--- config.mk ---
export PLATFORM = sky130hd
export DESIGN_NAME = pipe_readout_fsm
export DESIGN_NICKNAME = d
export VERILOG_FILES = /design/src/rtl/pipe_pkg.sv /design/src/rtl/pipe_readout_fsm_tmr_vote.sv /design/src/rtl/pipe_readout_fsm.sv
export SDC_FILE = /design/constraint.sdc
export NUM_CORES = 1
export LEC_CHECK = 0
export ABC_AREA = 1
export ABC_CLOCK_PERIOD_IN_PS = 2500
export CAP_MARGIN = 0
export CORE_MARGIN = 4
export CORE_UTILIZATION = 35
export CTS_CLUSTER_DIAMETER = 30
export DETAILED_ROUTE_END_ITERATION = 7
export PLACE_DENSITY = 0.58
export SYNTH_ARGS = -nofsm -noshare
export SYNTH_HDL_FRONTEND = slang
export SYNTH_HIERARCHICAL = 1
export SYNTH_SLANG_ARGS = --single-unit
--- constraint.sdc ---
create_clock -name CLK -period 2.5 [get_ports CLK]
set_input_delay 0.25 -clock CLK [delete_from_list [all_inputs] [get_ports CLK]]
set_output_delay 0.25 -clock CLK [all_outputs]
set_load 0.005 [all_outputs]
--- src/rtl/pipe_pkg.sv ---
// Shared types and default widths for the pipeline readout slice.
package pipe_pkg;

    typedef enum logic [1:0] {
        ST_IDLE    = 2'b00,
        ST_READY   = 2'b01,
        ST_CAPTURE = 2'b10,
        ST_GAP     = 2'b11
    } state_t;

    localparam int unsigned DW_DEF  = 12;
    localparam int unsigned NSW_DEF = 5;
    localparam int unsigned EVW_DEF = 12;
    // Pending-trigger counter width; covers PEND_MAX up to 7.
    localparam int unsigned PEND_W  = 3;

endpackage

--- src/rtl/pipe_readout_fsm_tmr_vote.sv ---
// N-bit bitwise 2-of-3 majority voter.
module tmr_vote #(
    parameter int unsigned N = 8
) (
    input  logic [N-1:0] i_a,
    input  logic [N-1:0] i_b,
    input  logic [N-1:0] i_c,
    output logic [N-1:0] o_y
);

    // Bitwise majority of the three copies.
    always_comb begin
        o_y = (i_a & i_b) | (i_a & i_c) | (i_b & i_c);
    end

endmodule

--- src/rtl/pipe_readout_fsm.sv ---
// Pipeline readout FSM: waits for pipeline run mode, queues L1A triggers and
// copies NSAMP consecutive pipeline words per trigger into the sample FIFO.
// Optional macro PIPE_READOUT_TMR_EN triplicates all state/output registers
// and feeds every copy from the majority-voted value.
module pipe_readout_fsm
    import pipe_pkg::*;
#(
    parameter int unsigned DW       = DW_DEF,
    parameter int unsigned NSW      = NSW_DEF,
    parameter int unsigned PEND_MAX = 4,
    parameter int unsigned EVW      = EVW_DEF
) (
    input  logic           CLK,
    input  logic           RST,
    input  logic           PIPE_RUN,
    input  logic [DW-1:0]  PIPE_DOUT,
    input  logic           L1A,
    input  logic [NSW-1:0] NSAMP,
    input  logic           FIFO_AFULL,
    output logic           SMP_WE,
    output logic [DW-1:0]  SMP_DATA,
    output logic           SMP_LAST,
    output logic           BUSY,
    output logic           DROP,
    output logic           ABORT,
    output logic [EVW-1:0] EVT_CNT
);

`ifdef PIPE_READOUT_TMR_EN
    localparam int unsigned NCOPY = 3;
    (* syn_preserve = 1 *) state_t            r_state [NCOPY];
    (* syn_preserve = 1 *) logic [NSW-1:0]    r_cnt   [NCOPY];
    (* syn_preserve = 1 *) logic [PEND_W-1:0] r_pend  [NCOPY];
    (* syn_preserve = 1 *) logic [EVW-1:0]    r_evt   [NCOPY];
    (* syn_preserve = 1 *) logic              r_we    [NCOPY];
    (* syn_preserve = 1 *) logic [DW-1:0]     r_data  [NCOPY];
    (* syn_preserve = 1 *) logic              r_last  [NCOPY];
    (* syn_preserve = 1 *) logic              r_busy  [NCOPY];
    (* syn_preserve = 1 *) logic              r_drop  [NCOPY];
    (* syn_preserve = 1 *) logic              r_abort [NCOPY];
`else
    localparam int unsigned NCOPY = 1;
    state_t            r_state [NCOPY];
    logic [NSW-1:0]    r_cnt   [NCOPY];
    logic [PEND_W-1:0] r_pend  [NCOPY];
    logic [EVW-1:0]    r_evt   [NCOPY];
    logic              r_we    [NCOPY];
    logic [DW-1:0]     r_data  [NCOPY];
    logic              r_last  [NCOPY];
    logic              r_busy  [NCOPY];
    logic              r_drop  [NCOPY];
    logic              r_abort [NCOPY];
`endif

    // Current (voted when triplicated) register values.
    state_t            w_state;
    logic [NSW-1:0]    w_cnt;
    logic [PEND_W-1:0] w_pend;
    logic [EVW-1:0]    w_evt;
    logic              w_we;
    logic [DW-1:0]     w_data;
    logic              w_last;
    logic              w_busy;
    logic              w_drop;
    logic              w_abort;

`ifdef PIPE_READOUT_TMR_EN
    localparam int unsigned SW = 2 + NSW + PEND_W + EVW + DW + 5;
    logic [SW-1:0] w_cp [3];
    (* syn_keep = 1 *) logic [SW-1:0] w_vote;
    logic [1:0]    w_state_bits;

    // Pack each copy into one vector so a single voter covers all fields.
    always_comb begin
        for (int unsigned c = 0; c < 3; c++) begin
            w_cp[c] = {r_state[c], r_cnt[c], r_pend[c], r_evt[c], r_we[c],
                       r_data[c], r_last[c], r_busy[c], r_drop[c], r_abort[c]};
        end
    end

    tmr_vote #(.N(SW)) u_vote (
        .i_a (w_cp[0]),
        .i_b (w_cp[1]),
        .i_c (w_cp[2]),
        .o_y (w_vote)
    );

    assign {w_state_bits, w_cnt, w_pend, w_evt, w_we,
            w_data, w_last, w_busy, w_drop, w_abort} = w_vote;
    assign w_state = state_t'(w_state_bits);
`else
    assign w_state = r_state[0];
    assign w_cnt   = r_cnt[0];
    assign w_pend  = r_pend[0];
    assign w_evt   = r_evt[0];
    assign w_we    = r_we[0];
    assign w_data  = r_data[0];
    assign w_last  = r_last[0];
    assign w_busy  = r_busy[0];
    assign w_drop  = r_drop[0];
    assign w_abort = r_abort[0];
`endif

    assign SMP_WE   = w_we;
    assign SMP_DATA = w_data;
    assign SMP_LAST = w_last;
    assign BUSY     = w_busy;
    assign DROP     = w_drop;
    assign ABORT    = w_abort;
    assign EVT_CNT  = w_evt;

    logic [NSW-1:0]    w_nsamp_ld;
    logic              w_pend_nz;
    logic              w_pend_full;
    logic              w_start;
    logic              w_l1a_drop;
    logic [PEND_W-1:0] w_pend_inc;

    assign w_nsamp_ld  = (NSAMP == '0) ? NSW'(1) : NSAMP;
    assign w_pend_nz   = (w_pend != '0);
    assign w_pend_full = (w_pend == PEND_W'(PEND_MAX));
    assign w_start     = PIPE_RUN && (L1A || w_pend_nz) && !FIFO_AFULL;
    assign w_l1a_drop  = L1A && w_pend_full;
    assign w_pend_inc  = (L1A && !w_pend_full) ? w_pend + PEND_W'(1) : w_pend;

    // FSM, pending queue, event counter and registered outputs; every copy
    // loads the same next value derived from the voted current state. BUSY is
    // computed from the next state/pend so it stays aligned with them.
    always_ff @(posedge CLK) begin
        for (int unsigned c = 0; c < NCOPY; c++) begin
            if (RST) begin
                r_state[c] <= ST_IDLE;
                r_cnt[c]   <= '0;
                r_pend[c]  <= '0;
                r_evt[c]   <= '0;
                r_we[c]    <= 1'b0;
                r_data[c]  <= '0;
                r_last[c]  <= 1'b0;
                r_busy[c]  <= 1'b0;
                r_drop[c]  <= 1'b0;
                r_abort[c] <= 1'b0;
            end else begin
                r_state[c] <= w_state;
                r_cnt[c]   <= w_cnt;
                r_pend[c]  <= w_pend;
                r_evt[c]   <= w_evt;
                r_we[c]    <= 1'b0;
                r_data[c]  <= w_data;
                r_last[c]  <= 1'b0;
                r_busy[c]  <= w_pend_nz;
                r_drop[c]  <= 1'b0;
                r_abort[c] <= 1'b0;
                case (w_state)
                    ST_IDLE: begin
                        if (PIPE_RUN) r_state[c] <= ST_READY;
                    end
                    ST_READY: begin
                        if (w_start) begin
                            r_state[c] <= ST_CAPTURE;
                            r_cnt[c]   <= w_nsamp_ld;
                            r_busy[c]  <= 1'b1;
                            // Consume from pend unless a new L1A replaces it.
                            if (w_pend_nz && !L1A) r_pend[c] <= w_pend - PEND_W'(1);
                        end else begin
                            if (!PIPE_RUN) r_state[c] <= ST_IDLE;
                            r_pend[c] <= w_pend_inc;
                            r_drop[c] <= w_l1a_drop;
                            r_busy[c] <= w_pend_nz || L1A;
                        end
                    end
                    ST_CAPTURE: begin
                        if (!PIPE_RUN) begin
                            r_state[c] <= ST_IDLE;
                            r_abort[c] <= 1'b1;
                            r_pend[c]  <= '0;
                            r_cnt[c]   <= '0;
                            r_busy[c]  <= 1'b0;
                        end else begin
                            r_we[c]   <= 1'b1;
                            r_data[c] <= PIPE_DOUT;
                            r_cnt[c]  <= w_cnt - NSW'(1);
                            r_pend[c] <= w_pend_inc;
                            r_drop[c] <= w_l1a_drop;
                            r_busy[c] <= 1'b1;
                            if (w_cnt <= NSW'(1)) begin
                                r_last[c]  <= 1'b1;
                                r_state[c] <= ST_GAP;
                            end
                        end
                    end
                    ST_GAP: begin
                        r_state[c] <= ST_READY;
                        r_evt[c]   <= w_evt + EVW'(1);
                        r_pend[c]  <= w_pend_inc;
                        r_drop[c]  <= w_l1a_drop;
                        r_busy[c]  <= w_pend_nz || L1A;
                    end
                    default: r_state[c] <= ST_IDLE;
                endcase
            end
        end
    end

endmodule

# --- After elaboration in Yosys (flattened, before gate mapping) ---
# Memory sizes are Yosys's and may differ from the RTL's.
# Index checks and enable logic that the tools add are counted.
classes:
  addsub: 4
  reduce_logical: 39
  muxes: 95
  n_eq_ne: 4
  order_cmp: 1
ops:
  columns: ["operator", "count"]
  rows:
  - ["$mux 1", 77]
  - ["$mux 12", 2]
  - ["$reduce_or 12->1", 2]
  - ["$mux 5", 4]
  - ["$mux 3", 6]
  - ["$reduce_or 3->1", 5]
  - ["$reduce_or 5->1", 3]
  - ["$add 12x1->12 const B", 1]
  - ["$mux 2", 6]
  - ["$reduce_or 2->1", 6]
  - ["$reduce_or 1->1", 11]
  - ["$le 5x1->1 const B", 1]
  - ["$logic_and 1x1->1", 5]
  - ["$logic_not 5->1", 1]
  - ["$sub 5x1->5 const B", 1]
  - ["$eq 2x2->1 const B", 2]
  - ["$add 3x1->3 const B", 1]
  - ["$eq 3x3->1 const B", 1]
  - ["$logic_not 1->1", 3]
  - ["$reduce_bool 3->1", 1]
  - ["$sub 3x1->3 const B", 1]
  - ["$eq 2x1->1 const B", 1]
  - ["$logic_not 2->1", 1]
  - ["$logic_or 1x1->1", 1]
word_totals:
  ramBits: 39
  inputBits: 22
  output_inout_bits: 29
  word_cells: 153
  memories: 10
  reg_bits: 0
memory_table:
  columns: ["name", "words", "word_bits", "rd", "rd_clocked_by_memory_dff", "wr", "line", "rtl"]
  rows:
  - ["r_data", 1, 12, 1, 0, 2, "pipe_readout_fsm.sv:48", "logic [DW-1:0] r_data [NCOPY];"]
  - ["r_evt", 1, 12, 1, 0, 2, "pipe_readout_fsm.sv:46", "logic [EVW-1:0] r_evt [NCOPY];"]
  - ["r_cnt", 1, 5, 1, 0, 2, "pipe_readout_fsm.sv:44", "logic [NSW-1:0] r_cnt [NCOPY];"]
  - ["r_pend", 1, 3, 1, 0, 2, "pipe_readout_fsm.sv:45", "logic [PEND_W-1:0] r_pend [NCOPY];"]
  - ["r_state", 1, 2, 1, 0, 2, "pipe_readout_fsm.sv:43", "state_t r_state [NCOPY];"]
  - ["r_abort", 1, 1, 1, 0, 2, "pipe_readout_fsm.sv:52", "logic r_abort [NCOPY];"]
  - ["+4 memories", null, null, null, null, null, null, null]

# --- Depth between registers and ports, before layout ---
# Gate-level depths: netlist of the first run.
logic_depth:
  ltp_word: 14
  ltp_mapped: 9

# --- Least setup slack after synthesis of the first run ---
# OpenSTA, ideal clock, no wires.
synth_path:
  kind: "register -> register"
  start: "memory r_state[0][0] in the netlist's numbering"
  end: "memory r_data[0][0] in the netlist's numbering, enable pin"
  required_time_ns: 2.102
  arrival_time_ns: 1.554
  n_path_buf: 0
  setup_time_ns: 0.398
  stages_incl_launch_ff: 4
  period_less_slack_ns: 1.952
  setup_slack_ns: 0.548
  cell_sequence: "edfxtp_1 > inv_1 > nand2_1 > o21ai_0"
synth_lines:
  columns: ["item", "line"]
  rows:
  - ["start, declared", "pipe_readout_fsm.sv:43"]
  - ["end, declared", "pipe_readout_fsm.sv:48"]

==> out/metrics.yaml, run 1 <==
placement:
  place_congestion: 0.806
  placedCellCount: 367
  io_buffer_count: 50
  dp_hpwl_mm: 3.30
cells_and_area:
  antenna_cells: 0
  multiInputGateArea_um2: 776
  regArea_um2: 1120
  final_cell_mix: "clkdlybuf4s50_1 (50), inv_1 (49), nand2_1 (39)"
  n_fill_cell: 607
  fin_cells: 374
  drive_above_1_share_pct: 8.03
  layout_commonest_cell: "clkdlybuf4s50_1"
  syn2layout_area_growth_pct: 31.7
  nNetsFinal: 327
  fin_util_pct: 47.2
yosys:
  ys_types: 27
  synthesis.nets: 270
  synth_top_flop_cell: "edfxtp_1"
  ys_seq_area_share_pct: 53.1
  synth-edff-count: 34
  muxShareOfSynthArea_pct: 0
  synth_compound_area_share_pct: 8.72
  ys_seq_elements: 39
  synth_simple_gate_area_share_pct: 23.3
  synth_adder_area_share_pct: 3.56
  netlist_instances: 242
  synth_top_family_by_area: "simple AND/OR/NAND/NOR gates"
  postSynth.asyncResetShare_pct: 0
  synth_warnings: 6
  syn-cell-area_um2: 2110
  synthXorXnorAreaFrac_pct: 1.25
  syn_avg_cell_area_um2: 8.72
pwr:
  pwr-share-clk_pct: 24.5
  power.density_nw_per_um2: 592
  leakage_nw: 1.22
  p_sw_w: 0.000479
  pwr-share-seq_pct: 51.5
  comb_power_share_pct: 24.0
  intPower_w: 0.00116
  ir_drop_mv: 0.214
  fin_total_pwr_w: 0.00164
  sw_frac_of_total_pct: 29.2
die:
  rows: 28
  dieArea_um2: 7330
  io_pins: 51
  start_util_pct: 35.8
  fp.dieW_um: 85.6
  die_h_um: 85.6
  coreArea_um2: 5890
clocking:
  clockBufferDepth: 2
  post_cts_buffers: 0
  cts_root_buf: "clkbuf_8"
  ctsResizeCount: 0
  cts_tree: "yes"
  clock-sinks: 39
  clk_pin_slew_ns: 0.08
  cts_buffers: 5
  htree_num_levels: 2
  ctsHoldBuffers: 0
  clk-insertion-delay-late_ns: 0.29
critical_path:
  cp.required_ns: 2.54
  cp.arrival_ns: 1.78
  criticalPathCategory: "register to register"
  cp_max_fo: 6
  endpoint_kind: "register"
  worstSetupStartpointType: "register"
  critPathMaxStageDelay_ns: 0.41
  path_cells: "inv_1 -> ha_1 -> a21oi_1 -> nand2_1 -> o21ai_0 -> nand2_1 -> o21ai_1 -> nor2_1"
  path_common_cell: "nand2_1"
  slowest_stage: "edfxtp_1"
routing:
  dr.pass1.iters: 6
  drt_wl_total_mm: 4.30
  drt-initial-drc-count: 59
  drcViolationCount: 0
  wire_per_inst_um: 11.5
  num_vias: 1712
  ant_nets: 0
  viasPerCell: 4.58
sta:
  setup_viol: 0
  worst_pin_slew_ns: 0.481
  rsz0062_at_grt: "false"
  finalHoldViolations: 0
  whs_ns: 0.571
  post-route-period-util_pct: 69.5
  tns_ns: 0
  max_freq_mhz: 575
  finClkSkew_ns: 0.00835
  min_period_ns: 1.74
  slew_headroom_pct: 67.8
  slew_violations: 0
min_path:
  hp-class: "input port to register"
global_routing:
  grt_pass1_vias: 1667
  grt_pass1_wl_mm: 7.12
  overflow: 0
  grt.total_usage_pct: 12.2
  grt_max_degree: 15
  antenna_found_initial: 0
job:
  maxCapViolCount: 0
status:
  status: "finished clean"
path summary, 6_finish.rpt:
path,start,endpoint,slack [ns],depth (start not counted)
setup / recovery,r_pend[0][0],r_pend[0][2],0.76,8
hold / removal,L1A,r_drop[0],0.57,3
setup reg to reg,r_pend[0][0],r_pend[0][2],0.76,8
hold reg to reg,r_evt[0][0],r_evt[0][0],0.65,1
registers in the layout, indices dropped and copies added (netlist names):
| signal | cells |
|---|---|
| r_data | 12 |
| r_evt | 12 |
| r_cnt | 5 |
| r_pend | 3 |
| r_state | 2 |
| r_abort | 1 |
| r_busy | 1 |
| r_drop | 1 |
| r_last | 1 |
| r_we | 1 |
layout make-up:
cell class,instances,share of cell area [%]
clock inverter,2,0.315
inverter,53,7.25
tap,75,3.38
timing repair buffer,51,18.3
sequential,39,40.4
multi-input combinational,149,27.9
clock buffer,5,2.48
synth_stat cells, types with 2 or more instances:
library cell / number / area [µm²]
o21ai_0: 11 / 55.1
nand2_2: 2 / 12.5
nand3_1: 17 / 85.1
ha_1: 6 / 75.1
nand3_2: 3 / 30.0
o21ai_1: 5 / 25.0
inv_2: 3 / 11.3
o22ai_1: 2 / 12.5
nor2_2: 5 / 31.3
xnor2_1: 3 / 26.3
edfxtp_1: 34 / 1020
a21oi_1: 10 / 50.1
nor3_1: 6 / 30.0
dfxtp_1: 5 / 100
nand2_1: 39 / 146
nor2_1: 32 / 120
inv_1: 49 / 184
per-stage QoR:
step	area [µm²]	worst slack, ns
after global placement	2700	0.602
final	2780	0.761
after global routing	2780	0.579
after floorplan	2110	0.548
after detailed placement	2700	0.562
after CTS	2780	0.753
critical path, delay by kind of cell (launching register included):
kind | cells | cell delay, ns
adders and majority gates | 1 | 0.26
and+or+nand+nor | 3 | 0.21
AOI/OAI and AO/OA | 3 | 0.53
buffers and inverters | 1 | 0.09
DFF | 1 | 0.41
kinds of logic (layout without fill, tap and decap cells):
family,count (synthesis),after routing
and+or+nand+nor,107,107
buffers and inverters,54,111
DFF,39,39
AOI/OAI and AO/OA,33,33
adders and majority gates,6,6
xor gates and xnor gates,3,3
power groups by stage:
stage	logic [W]	registers, W	clock network, W
2_1_floorplan	0.000236	0.000854	0
3_3_place_gp	0.000393	0.000860	0
3_5_place_dp	0.000396	0.000862	0
4_1_cts	0.000400	0.000847	0.000413
5_1_grt	0.000448	0.000857	0.000436
6_report	0.000395	0.000846	0.000402
per-layer routing:
layer	up-vias	wire (µm)	global-route usage (%)
li1	893	-	-
met1	774	1870	13.5
met2	41	2200	22.6
met3	4	183	3.07
met4	0	52	4.32
met5	-	0	0
Power figures use the tool's default switching activity.
==> run 2, diff against run 1 <==
- ABC_CLOCK_PERIOD_IN_PS: 2500 -> 1700
- clock period: 2.5 -> 1.7 ns (I/O delays scaled with it)
==> run 2 against run 1 <==
Against the previous run: maximum frequency up 10%; wire length up 3.8%; combinational power up 74%; design area up 7.3%; utilization up 3.5 points; non-clock buffer count up 20; via count up 4.1%; setup slack worse by 0.64 ns; sequential power up 45%; clock power up 50%; largest cell class unchanged; largest power group unchanged.
==> out/metrics.yaml, run 2 (synthesis results as in run 1) <==
status:
  status: "finished clean"
placement:
  io_buffer_count: 50
  place_congestion: 0.784
  placedCellCount: 384
  dp_hpwl_mm: 3.41
clocking:
  ctsHoldBuffers: 0
  cts_tree: "yes"
  cts_buffers: 5
  clockBufferDepth: 2
  htree_num_levels: 2
  clk_pin_slew_ns: 0.08
  clk-insertion-delay-late_ns: 0.29
  clock-sinks: 39
  cts_root_buf: "clkbuf_8"
pwr:
  ir_drop_mv: 0.379
  comb_power_share_pct: 27.2
  p_sw_w: 0.000736
  intPower_w: 0.00179
  sw_frac_of_total_pct: 29.2
  power.density_nw_per_um2: 847
  pwr-share-clk_pct: 24.0
  pwr-share-seq_pct: 48.8
  leakage_nw: 1.32
  fin_total_pwr_w: 0.00252
routing:
  drt-initial-drc-count: 58
  viasPerCell: 4.51
  wire_per_inst_um: 11.3
  drcViolationCount: 0
  drt_wl_total_mm: 4.46
  ant_nets: 0
  num_vias: 1783
  dr.pass1.iters: 4
cells_and_area:
  antenna_cells: 0
  syn2layout_area_growth_pct: 41.3
  layout_commonest_cell: "clkdlybuf4s50_1"
  reg_top3: "r_data (12), r_evt (12), r_cnt (5)"
  final_cell_mix: "clkdlybuf4s50_1 (50), inv_1 (49), nand2_1 (37)"
  fin_cells: 395
  nNetsFinal: 347
  fin_util_pct: 50.7
  drive_above_1_share_pct: 15.9
global_routing:
  grt_max_degree: 15
  grt_pass1_wl_mm: 7.36
  grt.total_usage_pct: 12.7
  antenna_found_initial: 0
  overflow: 0
  grt_pass1_vias: 1716
die:
  rows: 28
  dieArea_um2: 7330
  fp.dieW_um: 85.6
  start_util_pct: 35.8
  die_h_um: 85.6
  coreArea_um2: 5890
  io_pins: 51
sta:
  worst_pin_slew_ns: 0.502
  finClkSkew_ns: 0.00863
  max_freq_mhz: 635
  min_period_ns: 1.58
  tns_ns: 0
  rsz0062_at_grt: "false"
  finalHoldViolations: 0
  setup_viol: 0
  slew_violations: 0
  slew_headroom_pct: 66.4
  post-route-period-util_pct: 92.7
critical_path:
  cp_max_fo: 5
  endpoint_kind: "register"
  criticalPathCategory: "register to register"
  worstSetupStartpointType: "register"
  cp.arrival_ns: 1.57
  cp.required_ns: 1.70
job:
  maxCapViolCount: 0
min_path:
  hp-class: "input port to register"
[run 2: cell count changes in the layout (fill, tap and decap cells not counted), sizes merged]
cell      previous run  this run
buf                  1        21
clkinvlp             0         1
[run 2: metal layers]
layer / wire, µm / GRT usage, % / vias up
met5: 0 / 0 / -
met4: 97 / 6.19 / 0
met3: 208 / 3.27 / 6
met2: 2240 / 22.6 / 35
met1: 1920 / 14.1 / 805
li1: - / - / 937
[run 2: cell type report]
| cell class | instances | area, µm² |
|---|---|---|
| well taps | 75 | 93.8 |
| fillers | 553 | 2900 |
| repair buffers | 71 | 671 |
| inverters | 53 | 201 |
| clock buffers | 5 | 68.8 |
| flip-flops and latches | 39 | 1120 |
| multi-input cells | 149 | 811 |
| clock inverters | 3 | 15.0 |
[run 2: worst max-delay path: stages, from the launching register on]
cell and delay [ns]:
edfxtp_1 0.43, buf_4 0.18, inv_1 0.10, nand3_4 0.12, nor2_4 0.18, nand3_1 0.12
nand4_1 0.15
[run 2: timing repair]
| item | CTS | global route |
|---|---|---|
| gates resized for setup | 1 | 8 |
| endpoints found under the setup margin | 1 | 15 |
| pin swaps | 0 | 1 |
| setup buffers | 0 | 3 |
[run 2: per-stage QoR]
| stage | instance area, µm² | setup WS [ns] | hold slack, ns |
|---|---|---|---|
| after global routing | 2980 | 0.00995 | 0.468 |
| after detailed placement | 2830 | -0.0529 | 0.626 |
| after CTS | 2920 | 0.0437 | 0.470 |
| after floorplan | 2110 | 0.0725 | 0.314 |
| after global placement | 2830 | -0.0384 | 0.604 |
| final | 2980 | 0.125 | 0.475 |
[run 2: final timing paths]
kind / slack [ns] / end / depth (start not counted) / from
max: 0.12 / r_state[0][1] / 6 / r_state[0][0]
min reg2reg: 0.63 / r_evt[0][0] / 1 / r_evt[0][0]
max reg2reg: 0.12 / r_state[0][1] / 6 / r_state[0][0]
min: 0.47 / r_drop[0] / 3 / L1A
[run 2: power by group through the flow]
stage / clock, W / combinational [W] / sequential, W
4_1_cts: 0.000625 / 0.000655 / 0.00123
3_3_place_gp: 0 / 0.000643 / 0.00125
3_5_place_dp: 0 / 0.000650 / 0.00126
5_1_grt: 0.000664 / 0.000765 / 0.00125
2_1_floorplan: 0 / 0.000347 / 0.00125
6_report: 0.000605 / 0.000686 / 0.00123
==> run 3, diff against run 2 <==
- CORE_ASPECT_RATIO: not set -> 2
==> run 3 against run 2 <==
Against the previous run: first-iteration DRC count up 41%; count of clock-buffer cells in the layout unchanged; via count down 0.67%; clock skew down 0.0060 ns; design area up 0.59%; power up 12%; register-to-register slack worse by 0.05 ns; die area up 1.0%; sequential power about the same; critical path depth down 1; largest cell class unchanged; largest power group unchanged.
==> out/metrics.yaml, run 3 (synthesis results as in run 1) <==
critical_path:
  cp_max_fo: 6
  criticalPathCategory: "register to register"
  reg2reg_slack_ns: 0.08
  worstSetupStartpointType: "register"
  cp.required_ns: 1.73
  cp.arrival_ns: 1.65
  endpoint_kind: "register"
routing:
  drcViolationCount: 0
  ant_nets: 0
  viasPerCell: 4.66
  num_vias: 1771
  drt_wl_total_mm: 4.69
  dr.pass1.iters: 4
  drt-initial-drc-count: 82
  wire_per_inst_um: 12.3
sta:
  min_period_ns: 1.62
  finClkSkew_ns: 0.00267
  worst_pin_slew_ns: 0.451
  slew_headroom_pct: 69.8
  finalHoldViolations: 0
  rsz0062_at_grt: "false"
  setup_viol: 0
  post-route-period-util_pct: 95.5
  tns_ns: 0
  slew_violations: 0
  max_freq_mhz: 616
clocking:
  clk_pin_slew_ns: 0.06
  clock-sinks: 39
  cts_buffers: 5
  clk-insertion-delay-late_ns: 0.27
  ctsHoldBuffers: 0
  htree_num_levels: 2
  cts_root_buf: "clkbuf_16"
  cts_tree: "yes"
  clockBufferDepth: 2
cells_and_area:
  n_fill_cell: 553
  drive_above_1_share_pct: 16.3
  regArea_um2: 1120
  final_cell_mix: "clkdlybuf4s50_1 (50), inv_1 (47), nand2_1 (38)"
  reg_top3: "r_data (12), r_evt (12), r_cnt (5)"
  multiInputGateArea_um2: 805
  fin_cells: 380
  syn2layout_area_growth_pct: 42.2
  nNetsFinal: 346
  layout_commonest_cell: "clkdlybuf4s50_1"
  antenna_cells: 0
die:
  rows: 39
  io_pins: 51
  die_h_um: 118
  dieArea_um2: 7410
  fp.dieW_um: 62.9
  coreArea_um2: 5810
  start_util_pct: 36.3
placement:
  io_buffer_count: 50
  dp_hpwl_mm: 3.77
  place_congestion: 0.771
  placedCellCount: 371
global_routing:
  overflow: 0
  grt_pass1_wl_mm: 8.05
  grt_max_degree: 15
  antenna_found_initial: 0
  grt_pass1_vias: 1811
  grt.total_usage_pct: 13.5
min_path:
  hp-class: "input port to register"
status:
  status: "finished clean"
pwr:
  power.density_nw_per_um2: 942
  ir_drop_mv: 0.493
  leakage_nw: 1.34
job:
  maxCapViolCount: 0
run 3: cell types whose count changed in the layout (fill, tap and decap cells not counted), moves of 2 or more:
cell	change
inv_1	-2
inv_2	+2
clkbuf_16	+5
clkbuf_8	-5
clkinv_1	-2
run 3: final timing paths:
kind	from	end	cells past startpoint
worst max-delay path	r_state[0][0]	r_pend[0][1]	5
worst min-delay path	L1A	r_drop[0]	3
worst max register to register	r_state[0][0]	r_pend[0][1]	5
worst min register to register	r_evt[0][0]	r_evt[0][0]	1
run 3: per-stage QoR:
| stage | total power, W | hold WS (ns) | setup slack (ns) | util, % | area (µm²) |
|---|---|---|---|---|---|
| CTS | 0.00283 | 0.504 | 0.0430 | 51.2 | 2980 |
| finish | 0.00283 | 0.498 | 0.0768 | 51.6 | 3000 |
| detailed placement | 0.00192 | 0.636 | -0.0679 | 48.5 | 2820 |
| floorplan | 0.00160 | 0.314 | 0.0725 | - | 2110 |
| global placement | 0.00191 | 0.626 | -0.0678 | 48.5 | 2820 |
| global route | 0.00299 | 0.504 | 0.00137 | 51.6 | 3000 |
run 3: cell type report:
| type | count | area share, % |
|---|---|---|
| clock inverters | 3 | 0.668 |
| flip-flops and latches | 39 | 37.4 |
| repair buffers | 70 | 21.7 |
| clock buffers | 5 | 4.17 |
| multi-input cells | 149 | 26.8 |
| inverters | 53 | 6.72 |
| well taps | 61 | 2.54 |
run 3: report_power, final:
| part | switching [W] | leakage (nW) | total (W) | internal (W) |
|---|---|---|---|---|
| sequential | 0.0000810 | 0.398 | 0.00124 | 0.00116 |
| combinational | 0.000341 | 0.872 | 0.000687 | 0.000346 |
| clock | 0.000354 | 0.0658 | 0.000894 | 0.000539 |
run 3: routing by layer:
layer / track usage (%) / share of wire [%] / vias to the layer above
li1: - / - / 933
met2: 26.8 / 59 / 31
met3: 2.48 / 2.6 / 7
met1: 12.9 / 36 / 800
met4: 5.53 / 1.9 / 0
met5: 0 / 0 / -
run 3: worst max-delay path, stage by stage (launching register included):
cell and delay (ns):
edfxtp_1 0.49, o211ai_1 0.45, buf_4 0.21, nand3_1 0.07, nand3_1 0.11, nor2_1 0.05
run 3: repair_timing:
item	CTS	global route
gates resized for setup	1	8
pin swaps	0	0
buffers inserted	1	0
endpoints found under the setup margin	3	8
